<file path="config.mk">
export PLATFORM = sky130hd
export DESIGN_NAME = jump_redirect_ctrl_flat
export DESIGN_NICKNAME = d
export VERILOG_FILES = /design/src/rtl/jump_redirect_ctrl_pkg.sv /design/src/rtl/jump_redirect_ctrl_if.sv /design/src/rtl/jump_redirect_ctrl_jump_class.sv /design/src/rtl/jump_redirect_ctrl.sv /design/src/flat_wrapper.sv
export SDC_FILE = /design/constraint.sdc
export NUM_CORES = 1
export LEC_CHECK = 0
export CAP_MARGIN = 20
export CORE_MARGIN = 1.5
export CORE_UTILIZATION = 49
export CTS_CLUSTER_DIAMETER = 50
export CTS_CLUSTER_SIZE = 8
export DETAILED_ROUTE_END_ITERATION = 6
export PLACE_DENSITY_LB_ADDON = 0.1
export SYNTH_ARGS = -nofsm -noshare
export SYNTH_HDL_FRONTEND = slang
export SYNTH_HIERARCHICAL = 1
export SYNTH_SLANG_ARGS = --single-unit
</file>
<file path="constraint.sdc">
create_clock -name clk -period 3.9 [get_ports clk]
set_input_delay 0.78 -clock clk [delete_from_list [all_inputs] [get_ports clk]]
set_output_delay 0.78 -clock clk [all_outputs]
set_load 0.03 [all_outputs]
</file>
<file path="src/rtl/jump_redirect_ctrl_pkg.sv">
// ---------------------------------------------------------------------------
// jump_redirect_ctrl_pkg
// Shared definitions for the jump redirect controller:
//   - opcode constants for the four control-transfer instructions
//   - 2-bit FSM state encoding (IDLE, WAIT_RS, REDIRECT)
//   - 16-bit modulo adder helper used for jump target computation
// ---------------------------------------------------------------------------
package jump_redirect_ctrl_pkg;

    localparam logic [4:0] OP_J    = 5'b00100;  // PC-relative, no link
    localparam logic [4:0] OP_JR   = 5'b00101;  // Rs-relative, no link
    localparam logic [4:0] OP_JAL  = 5'b00110;  // PC-relative, link to R7
    localparam logic [4:0] OP_JALR = 5'b00111;  // Rs-relative, link to R7

    typedef enum logic [1:0] {
        ST_IDLE     = 2'd0,
        ST_WAIT_RS  = 2'd1,
        ST_REDIRECT = 2'd2
    } state_e;

    // Target arithmetic wraps modulo 2^16; the carry is dropped on purpose.
    function automatic logic [15:0] add16(input logic [15:0] a, input logic [15:0] b);
        return a + b;
    endfunction

endpackage

</file>
<file path="src/rtl/jump_redirect_ctrl_if.sv">
// ---------------------------------------------------------------------------
// jump_redirect_ctrl_if
// Bundles every non-clock signal of the jump redirect controller.
//   Decode side  : id_valid, id_opcode, id_pc_plus2, id_imm -> ; <- id_stall, flush_if
//   Hazard unit  : rs_data, rs_ready ->
//   Fetch side   : fetch_ready, ext_flush -> ; <- redir_valid, redir_pc
//   R7 write port: <- r7_we, r7_wdata
//   Debug        : <- dbg_state (current FSM state)
// Modports:
//   slave  - the controller itself (consumes decode/hazard/fetch inputs)
//   master - the surrounding pipeline / testbench that drives those inputs
//
// Redirect handshake: redir_valid is raised from registered state and holds
// redir_pc stable until a cycle where redir_valid && fetch_ready && !ext_flush;
// that cycle is the transfer. A cycle with ext_flush voids any transfer.
// ---------------------------------------------------------------------------
interface jump_redirect_ctrl_if
    import jump_redirect_ctrl_pkg::*;
();
    logic        id_valid;
    logic [4:0]  id_opcode;
    logic [15:0] id_pc_plus2;
    logic [15:0] id_imm;
    logic [15:0] rs_data;
    logic        rs_ready;
    logic        fetch_ready;
    logic        ext_flush;
    logic        id_stall;
    logic        flush_if;
    logic        redir_valid;
    logic [15:0] redir_pc;
    logic        r7_we;
    logic [15:0] r7_wdata;
    state_e      dbg_state;

    modport slave (
        input  id_valid, id_opcode, id_pc_plus2, id_imm, rs_data, rs_ready,
               fetch_ready, ext_flush,
        output id_stall, flush_if, redir_valid, redir_pc, r7_we, r7_wdata,
               dbg_state
    );

    modport master (
        output id_valid, id_opcode, id_pc_plus2, id_imm, rs_data, rs_ready,
               fetch_ready, ext_flush,
        input  id_stall, flush_if, redir_valid, redir_pc, r7_we, r7_wdata,
               dbg_state
    );

endinterface

</file>
<file path="src/rtl/jump_redirect_ctrl_jump_class.sv">
// ---------------------------------------------------------------------------
// jump_class
// Combinational opcode classifier for control-transfer instructions.
//   opcode_i  in  5  decode opcode
//   is_jump_o out 1  opcode is J, JR, JAL or JALR
//   uses_rs_o out 1  target is Rs-relative (JR, JALR)
//   links_o   out 1  instruction writes the link value to R7 (JAL, JALR)
// ---------------------------------------------------------------------------
module jump_class
    import jump_redirect_ctrl_pkg::*;
(
    input  logic [4:0] opcode_i,
    output logic       is_jump_o,
    output logic       uses_rs_o,
    output logic       links_o
);

    always_comb begin
        is_jump_o = 1'b0;
        uses_rs_o = 1'b0;
        links_o   = 1'b0;
        case (opcode_i)
            OP_J: begin
                is_jump_o = 1'b1;
            end
            OP_JR: begin
                is_jump_o = 1'b1;
                uses_rs_o = 1'b1;
            end
            OP_JAL: begin
                is_jump_o = 1'b1;
                links_o   = 1'b1;
            end
            OP_JALR: begin
                is_jump_o = 1'b1;
                uses_rs_o = 1'b1;
                links_o   = 1'b1;
            end
            default: ;
        endcase
    end

endmodule

</file>
<file path="src/rtl/jump_redirect_ctrl.sv">
// ---------------------------------------------------------------------------
// jump_redirect_ctrl
// Decode-stage sequencer for J/JR/JAL/JALR. Captures a jump, stalls decode
// while an Rs-relative target operand is outstanding, kills the wrong-path
// fetch, issues a PC redirect with valid/ready and, on the accepted redirect,
// pulses the R7 link write.
// Ports:
//   clk    in  clock, rising-edge state updates
//   rst_n  in  asynchronous active-low reset
//   bus    slave modport of jump_redirect_ctrl_if (all data/handshake signals)
// ---------------------------------------------------------------------------
module jump_redirect_ctrl
    import jump_redirect_ctrl_pkg::*;
(
    input  logic                  clk,
    input  logic                  rst_n,
    jump_redirect_ctrl_if.slave   bus
);

    state_e      state_q, state_d;
    logic [15:0] target_q, target_d;
    logic [15:0] link_q, link_d;
    logic [15:0] imm_q, imm_d;
    logic        link_flag_q, link_flag_d;

    logic        is_jump, uses_rs, links;
    logic [15:0] add_base, add_off, add_sum;
    logic        stall, flush, r7_we;

    jump_class u_jump_class (
        .opcode_i  (bus.id_opcode),
        .is_jump_o (is_jump),
        .uses_rs_o (uses_rs),
        .links_o   (links)
    );

    // One shared adder: in WAIT_RS the offset comes from the latched
    // immediate because decode may present anything while stalled.
    always_comb begin
        if (state_q == ST_WAIT_RS) begin
            add_base = bus.rs_data;
            add_off  = imm_q;
        end else begin
            add_base = uses_rs ? bus.rs_data : bus.id_pc_plus2;
            add_off  = bus.id_imm;
        end
        add_sum = add16(add_base, add_off);
    end

    always_ff @(posedge clk or negedge rst_n) begin
        if (!rst_n) begin
            state_q     <= ST_IDLE;
            target_q    <= '0;
            link_q      <= '0;
            imm_q       <= '0;
            link_flag_q <= 1'b0;
        end else begin
            state_q     <= state_d;
            target_q    <= target_d;
            link_q      <= link_d;
            imm_q       <= imm_d;
            link_flag_q <= link_flag_d;
        end
    end

    always_comb begin
        state_d     = state_q;
        target_d    = target_q;
        link_d      = link_q;
        imm_d       = imm_q;
        link_flag_d = link_flag_q;
        stall       = 1'b0;
        flush       = 1'b0;
        r7_we       = 1'b0;
        case (state_q)
            ST_IDLE: begin
                if (!bus.ext_flush && bus.id_valid && is_jump) begin
                    link_d      = bus.id_pc_plus2;
                    link_flag_d = links;
                    if (!uses_rs || bus.rs_ready) begin
                        target_d = add_sum;
                        flush    = 1'b1;
                        state_d  = ST_REDIRECT;
                    end else begin
                        imm_d   = bus.id_imm;
                        stall   = 1'b1;
                        state_d = ST_WAIT_RS;
                    end
                end
            end
            ST_WAIT_RS: begin
                if (bus.ext_flush) begin
                    state_d = ST_IDLE;
                end else begin
                    stall = 1'b1;
                    if (bus.rs_ready) begin
                        target_d = add_sum;
                        flush    = 1'b1;
                        state_d  = ST_REDIRECT;
                    end
                end
            end
            ST_REDIRECT: begin
                // The fetch/decode contents are wrong-path for the whole
                // redirect, so the bubble stays asserted regardless of inputs.
                flush = 1'b1;
                if (bus.ext_flush) begin
                    state_d = ST_IDLE;
                end else if (bus.fetch_ready) begin
                    r7_we   = link_flag_q;
                    state_d = ST_IDLE;
                end
            end
            default: begin
                state_d = ST_IDLE;
            end
        endcase
    end

    assign bus.id_stall    = stall;
    assign bus.flush_if    = flush;
    assign bus.redir_valid = (state_q == ST_REDIRECT);
    assign bus.redir_pc    = (state_q == ST_REDIRECT) ? target_q : 16'h0000;
    assign bus.r7_we       = r7_we;
    assign bus.r7_wdata    = r7_we ? link_q : 16'h0000;
    assign bus.dbg_state   = state_q;

endmodule

</file>
<file path="src/flat_wrapper.sv">
// flat-port wrapper written by rule: the top's interface ports become plain ports
module jump_redirect_ctrl_flat import jump_redirect_ctrl_pkg::*;
  (clk, rst_n, bus_id_valid, bus_id_opcode, bus_id_pc_plus2, bus_id_imm, bus_rs_data, bus_rs_ready, bus_fetch_ready, bus_ext_flush, bus_id_stall, bus_flush_if, bus_redir_valid, bus_redir_pc, bus_r7_we, bus_r7_wdata, bus_dbg_state);
  jump_redirect_ctrl_if bus_i ();
  input  logic clk;
  input  logic rst_n;
  input wire logic [$bits(bus_i.id_valid)-1:0] bus_id_valid;
  input wire logic [$bits(bus_i.id_opcode)-1:0] bus_id_opcode;
  input wire logic [$bits(bus_i.id_pc_plus2)-1:0] bus_id_pc_plus2;
  input wire logic [$bits(bus_i.id_imm)-1:0] bus_id_imm;
  input wire logic [$bits(bus_i.rs_data)-1:0] bus_rs_data;
  input wire logic [$bits(bus_i.rs_ready)-1:0] bus_rs_ready;
  input wire logic [$bits(bus_i.fetch_ready)-1:0] bus_fetch_ready;
  input wire logic [$bits(bus_i.ext_flush)-1:0] bus_ext_flush;
  output wire logic [$bits(bus_i.id_stall)-1:0] bus_id_stall;
  output wire logic [$bits(bus_i.flush_if)-1:0] bus_flush_if;
  output wire logic [$bits(bus_i.redir_valid)-1:0] bus_redir_valid;
  output wire logic [$bits(bus_i.redir_pc)-1:0] bus_redir_pc;
  output wire logic [$bits(bus_i.r7_we)-1:0] bus_r7_we;
  output wire logic [$bits(bus_i.r7_wdata)-1:0] bus_r7_wdata;
  output wire logic [$bits(bus_i.dbg_state)-1:0] bus_dbg_state;
  assign bus_i.id_valid = bus_id_valid;
  assign bus_i.id_opcode = bus_id_opcode;
  assign bus_i.id_pc_plus2 = bus_id_pc_plus2;
  assign bus_i.id_imm = bus_id_imm;
  assign bus_i.rs_data = bus_rs_data;
  assign bus_i.rs_ready = bus_rs_ready;
  assign bus_i.fetch_ready = bus_fetch_ready;
  assign bus_i.ext_flush = bus_ext_flush;
  assign bus_id_stall = bus_i.id_stall;
  assign bus_flush_if = bus_i.flush_if;
  assign bus_redir_valid = bus_i.redir_valid;
  assign bus_redir_pc = bus_i.redir_pc;
  assign bus_r7_we = bus_i.r7_we;
  assign bus_r7_wdata = bus_i.r7_wdata;
  assign bus_dbg_state = bus_i.dbg_state;
  jump_redirect_ctrl u_core (.clk(clk), .rst_n(rst_n), .bus(bus_i));
endmodule
</file>
# Word-level counts from Yosys, hierarchy flattened
# Cells that the tools add are included.
# totals
romBits,0
memories,0
ram_bits,0
output_inout_bits,38
regBits,51
input_bits,59
latchBits,0
# classes
magnitude_cmp,0
div_mod_pow,0
bitwise_logic,1
n_eq_ne,12
n_mul,0
n_mux,32
shifts,0
reduce_logical,14
add_sub_neg,1
# op_table
operator,n
2-to-1 mux 16 bit,9
case mux 16 bit (2 select lines),1
"equality test 5 x 3 -> 1 bit, second input constant",4
adder 16 bit,1
2-to-1 mux 1 bit,13
2-to-1 mux 2 bit,6
"inequality test 3 bit, second input constant",2
case mux 2 bit (3 select lines),1
AND reduction 3 bit,2
AND reduction 5 bit,1
"inequality test 2 x 1 -> 1 bit, second input constant",2
"inequality test 2 bit, second input constant",2
OR reduction 2 bit,2
OR reduction 4 bit,1
case mux 1 bit (3 select lines),1
"equality test 2 x 1 -> 1 bit, second input constant",1
"equality test 2 bit, second input constant",1
logical AND 1 bit,2
logical NOT 1 bit,2
logical NOT 2 bit,1
case mux 1 bit (2 select lines),1
AND reduction 2 bit,1
nonzero test 2 bit,1
logical OR 1 bit,1
NOT 1 bit,1

# Longest topological paths before layout
# depth
word_depth,9
depth_mapped,13

# Hierarchy
# Netlist, hierarchy kept.
# by_module_without_submodules
module,area_per_inst_um2,seq_area_each_um2,cells_per_inst,n_inst
jump_redirect_ctrl,3424.5,1276.2,361,1
jump_class,32.5,0.0,3,1

# Worst setup path after synthesis
# OpenSTA, ideal clock, no wires.
# synth_timing
path_type,in2reg
start,in bus_id_opcode[3]
end,reg u_core.target_q[15]
t_arrival_ps,3643
stages,11
setup_slack_ps,188
required_time_ps,3831
cell_sequence,and4bb_2 -> nor2_1 -> buf_2 -> mux2_2 -> ha_1 -> buf_2 -> a211oi_2 -> o21ai_0 -> a221o_1 -> or4_1 -> nand3_1
# synth_via
elab_chain_cells,9
word_cells_on_any_way,22
classes_between,add/sub (1); eq/ne (6); mux (9); reduce/logical (6)
# synth_lines
element,line,rtl
start: declaration,flat_wrapper.sv:8,input wire logic [$bits(bus_i.id_opcode)-1:0] bus_id_opcode;
equality test 5 x 3 -> 1 bit,jump_redirect_ctrl_jump_class.sv:22,case (opcode_i)
OR reduction 2 bit (no line),--,
2-to-1 mux 1 bit,jump_redirect_ctrl_jump_class.sv:22,
2-to-1 mux 16 bit,jump_redirect_ctrl.sv:44,add_base = uses_rs ? bus.rs_data : bus.id_pc_plus2;
2-to-1 mux 16 bit,jump_redirect_ctrl.sv:40,if (state_q == ST_WAIT_RS) begin
adder 16 bit,jump_redirect_ctrl_pkg.sv:23,return a + b;
2-to-1 mux 16 bit (on tied branches),"jump_redirect_ctrl.sv:96, jump_redirect_ctrl.sv:80",
2-to-1 mux 16 bit (on tied branches),"jump_redirect_ctrl.sv:92, jump_redirect_ctrl.sv:77",
case mux 16 bit (2 select lines),jump_redirect_ctrl.sv:75,case (state_q)
end signal: assignment,jump_redirect_ctrl.sv:59,target_q <= target_d;
end: declaration,jump_redirect_ctrl.sv:21,"logic [15:0] target_q, target_d;"
# Several ways; a longest one is shown, not always the timed one. The select of a mux whose other input is x is not followed.
# A chain may end at the register's enable or synchronous reset.

# Worst setup path after layout
# layout_timing
start,in bus_id_opcode[4]
end,reg u_core.target_q[15]
# layout_via
elab_chain_cells,9
word_cells_on_any_way,22
classes_between,add/sub (1); eq/ne (6); mux (9); reduce/logical (6)
# layout_lines
element,line,rtl
equality test 5 x 3 -> 1 bit,jump_redirect_ctrl_jump_class.sv:22,
OR reduction 2 bit (no line) (*),--,
2-to-1 mux 1 bit (*),jump_redirect_ctrl_jump_class.sv:22,
named net u_core.uses_rs,jump_redirect_ctrl.sv:26,"logic is_jump, uses_rs, links;"
2-to-1 mux 16 bit,jump_redirect_ctrl.sv:44,
2-to-1 mux 16 bit,jump_redirect_ctrl.sv:40,
adder 16 bit,jump_redirect_ctrl_pkg.sv:23,
2-to-1 mux 16 bit (on tied branches),"jump_redirect_ctrl.sv:96, jump_redirect_ctrl.sv:80",
2-to-1 mux 16 bit (on tied branches),"jump_redirect_ctrl.sv:92, jump_redirect_ctrl.sv:77",
case mux 16 bit (2 select lines),jump_redirect_ctrl.sv:75,
# The timed path passes the listed nets; every way through them passes the cells marked *. The select of a mux whose other input is x is not followed.

==> results.json <==
{
  "status": "completed",
  "cts_buffers": 5,
  "synth_nets": 439,
  "vias_per_cell": 5.17,
  "ys_warn_count": 6,
  "synthCells": 364,
  "antenna_found_initial": 0,
  "synthArstFlopShare_pct": 100,
  "grt_use_met3_pct": 3.79,
  "drive_gt1_share_pct": 22.3,
  "synth_flop_cell": "dfrtp_1",
  "crit_path_start_kind": "input port",
  "period_share_pct": 95.6,
  "fin_cells": 590,
  "p_leak_nw": 2.28,
  "cts-root-buf": "clkbuf_8",
  "skew_ns": 0.00799,
  "area_delta_synth_final_pct": 41.1,
  "r2r_slack_ns": 0.62,
  "yosysTopAreaCellShare_pct": 36.9,
  "die-area_um2": 7570,
  "grt_usage_pct": 25.3,
  "gp_congestion": 0.874,
  "synth_seq_cells": 51,
  "htreeDepth": 2,
  "dp_hpwl_um": 7300,
  "drt_first_iter_violations": 141,
  "power_mw": 1.41,
  "cts_resized": 0,
  "grt_use_met2_pct": 39.1,
  "syn-cell-area_um2": 3460,
  "path_cells": "clkdlybuf4s50_1 -> and4bb_2 -> nor2_1 -> buf_4 -> mux2_2 -> ha_1 -> o21ai_0 -> o21ai_0 -> a221o_1 -> or4_1 -> nand3_1",
  "final_area_um2": 4880,
  "drv_cap": 0,
  "dr.pass1.iters": 4,
  "clk_pin_slew_worst_paths_ns": 0.10,
  "pre_cts_ws_ns": -0.121,
  "vias": 3050,
  "postCtsSetupRepairBufs": 0,
  "synth_edf_count": 0,
  "setup_ws_ns": 0.173,
  "worstSetupPathType": "in2reg",
  "yosysSeqAreaShare_pct": 36.9,
  "reg2reg_from": "u_core/bus.dbg_state[1]",
  "powerDensity_nw_per_um2": 289,
  "rows": 30,
  "path_buf_inv": 2,
  "cp-end-kind": "flop",
  "cts_buffer_depth": 2,
  "place_area_um2": 4790,
  "setup_viol": 0,
  "grt_pass1_vias": 3007,
  "crit_slowest_cell": "or4_1",
  "min_period_ns": 3.73,
  "worstPathMaxFanout": 12,
  "cp.arrival_ns": 3.97,
  "drc": 0,
  "grt_start_max_net_pins": 34,
  "die_w_um": 87.0,
  "cpPeakStageDelay_ns": 0.51,
  "grt_pass1_wl_um": 14700,
  "hold_viol": 0,
  "ctsHoldBuffers": 0,
  "port_buffers": 96,
  "final_core_util_pct": 71.8,
  "core_region_area_um2": 6790,
  "setup_tns_ns": 0,
  "synth.area.top_cells": "dfrtp_1 (37%), mux2_2 (13%), nand2_1 (7.9%)",
  "place_inst": 583,
  "slew_headroom_pct": 67.1,
  "worstRegToRegCells": 10,
  "netlist.top_cell.by_area": "dfrtp_1",
  "fin_nets": 569,
  "routed_wl_um": 9090,
  "die_h_um": 87.0,
  "start_util_pct": 50.9,
  "cp_common_cell": "o21ai_0",
  "r2r-end": "u_core/target_q[15]",
  "diodes": 0,
  "io_pins": 97,
  "hp-class": "in2async",
  "cts_tree": "yes",
  "fin_hold_ws_ns": 0.419,
  "max_slew.worst_pin.slew_ns": 0.490,
  "use_met1_pct": 37.1,
  "avgSynthCellArea_um2": 9.50,
  "ant_nets": 0,
  "yosysMostFrequentCell": "nand2_1",
  "clkSinkCount": 51,
  "grt_overflow_total": 0,
  "grt-busiest-layer": "met2",
  "yosys-top-cells-count": "nand2_1 (73), dfrtp_1 (51), mux2_2 (40)",
  "cp.required_ns": 4.14,
  "grt_setup_unrepaired": "false",
  "wire_per_inst_um": 15.4,
  "max_freq_ghz": 0.268,
  "slew_viol_final": 0,
  "synth_cell_types": 49,
  "ir_drop_v": 0.000207,
  "worstSkewPairLatency_ns": 0.31,
  "cp_top_family": "simple AND/OR/NAND/NOR gates"
}
state kept, by name, summed over array words and instances, names as in the netlist:
register / count
u_core/target_q: 16
u_core/bus.dbg_state: 2
u_core/link_flag_q: 1
u_core/imm_q: 16
u_core/link_q: 16
metal layers:
layer / vias up / wire, um
met4: 0 / 108
li1: 1557 / -
met5: - / 0
met2: 90 / 4090
met3: 6 / 409
met1: 1397 / 4490
cell usage in the layout, fill, tap and decap left out, types with 2 or more instances in the layout:
cell | netlist | routed
a211oi_1 | 3 | 3
a21o_1 | 6 | 6
a21oi_1 | 14 | 14
a221o_1 | 2 | 2
a311oi_1 | 3 | 3
a31oi_1 | 2 | 2
and2_1 | 32 | 32
and4bb_2 | 2 | 2
buf_4 | 0 | 47
clkbuf_8 | 0 | 6
clkdlybuf4s50_1 | 0 | 94
dfrtp_1 | 51 | 51
ha_1 | 15 | 15
inv_1 | 6 | 6
mux2_2 | 40 | 40
mux2_4 | 8 | 8
nand2_1 | 73 | 73
nand2b_1 | 2 | 2
nand3_1 | 5 | 5
nand4_1 | 3 | 3
nor2_1 | 11 | 11
nor3_1 | 5 | 5
nor3b_1 | 4 | 4
nor4_1 | 3 | 3
o211ai_1 | 2 | 2
o21a_1 | 4 | 4
o21ai_0 | 16 | 16
o31a_1 | 2 | 2
o31ai_1 | 5 | 5
or4_1 | 2 | 2
xnor2_1 | 4 | 4
xor2_1 | 3 | 3
power breakdown:
group,leakage (nW),total [mW],switching (mW),internal [mW]
Clock,0.0470,0.320,0.180,0.140
Sequential,0.664,0.668,0.0454,0.623
Combinational,1.57,0.422,0.190,0.233
Total,2.28,1.41,0.416,0.995
worst register-to-register path, delay by kind of cell (launching register included):
kind / cells / cell delay (ns)
mux: 1 / 0.37
simple gates: 4 / 0.96
flops: 1 / 0.61
fa+ha+maj: 1 / 0.33
compound gates: 3 / 0.70
buf+inv: 1 / 0.25
kinds of logic (layout without fill, tap and decap cells):
family                   Yosys count  in the layout  synth area share [%]
AND/OR/NAND/NOR                  148            148                  21.9
AO/OA/AOI/OAI                     69             69                  13.7
flip-flops                        51             51                  36.9
multiplexers                      48             48                  16.5
buffers and inverters             25            155                  3.15
adder cells (fa/ha/maj)           16             16                  6.01
XOR/XNOR                           7              7                  1.77
worst max path at each step:
stage | from | endpoint | cells after the start
after floorplan | bus_id_opcode[3] | u_core/target_q[15] | 11
after global placement | bus_id_opcode[4] | u_core/target_q[14] | 12
after detailed placement | bus_id_opcode[4] | u_core/target_q[15] | 11
after CTS | bus_id_opcode[4] | u_core/target_q[15] | 11
after global routing | bus_id_opcode[3] | u_core/target_q[15] | 11
final | bus_id_opcode[4] | u_core/target_q[15] | 11
cell type report:
class	instances	area, um2
Clock inverter	1	5.00
Inverter	6	22.5
Timing Repair Buffer	142	1300
Fill cell	557	1920
Sequential cell	51	1280
Tap cell	96	120
Clock buffer	6	82.6
Multi-Input combinational cell	288	2070
(Power assumes the default switching activity.)
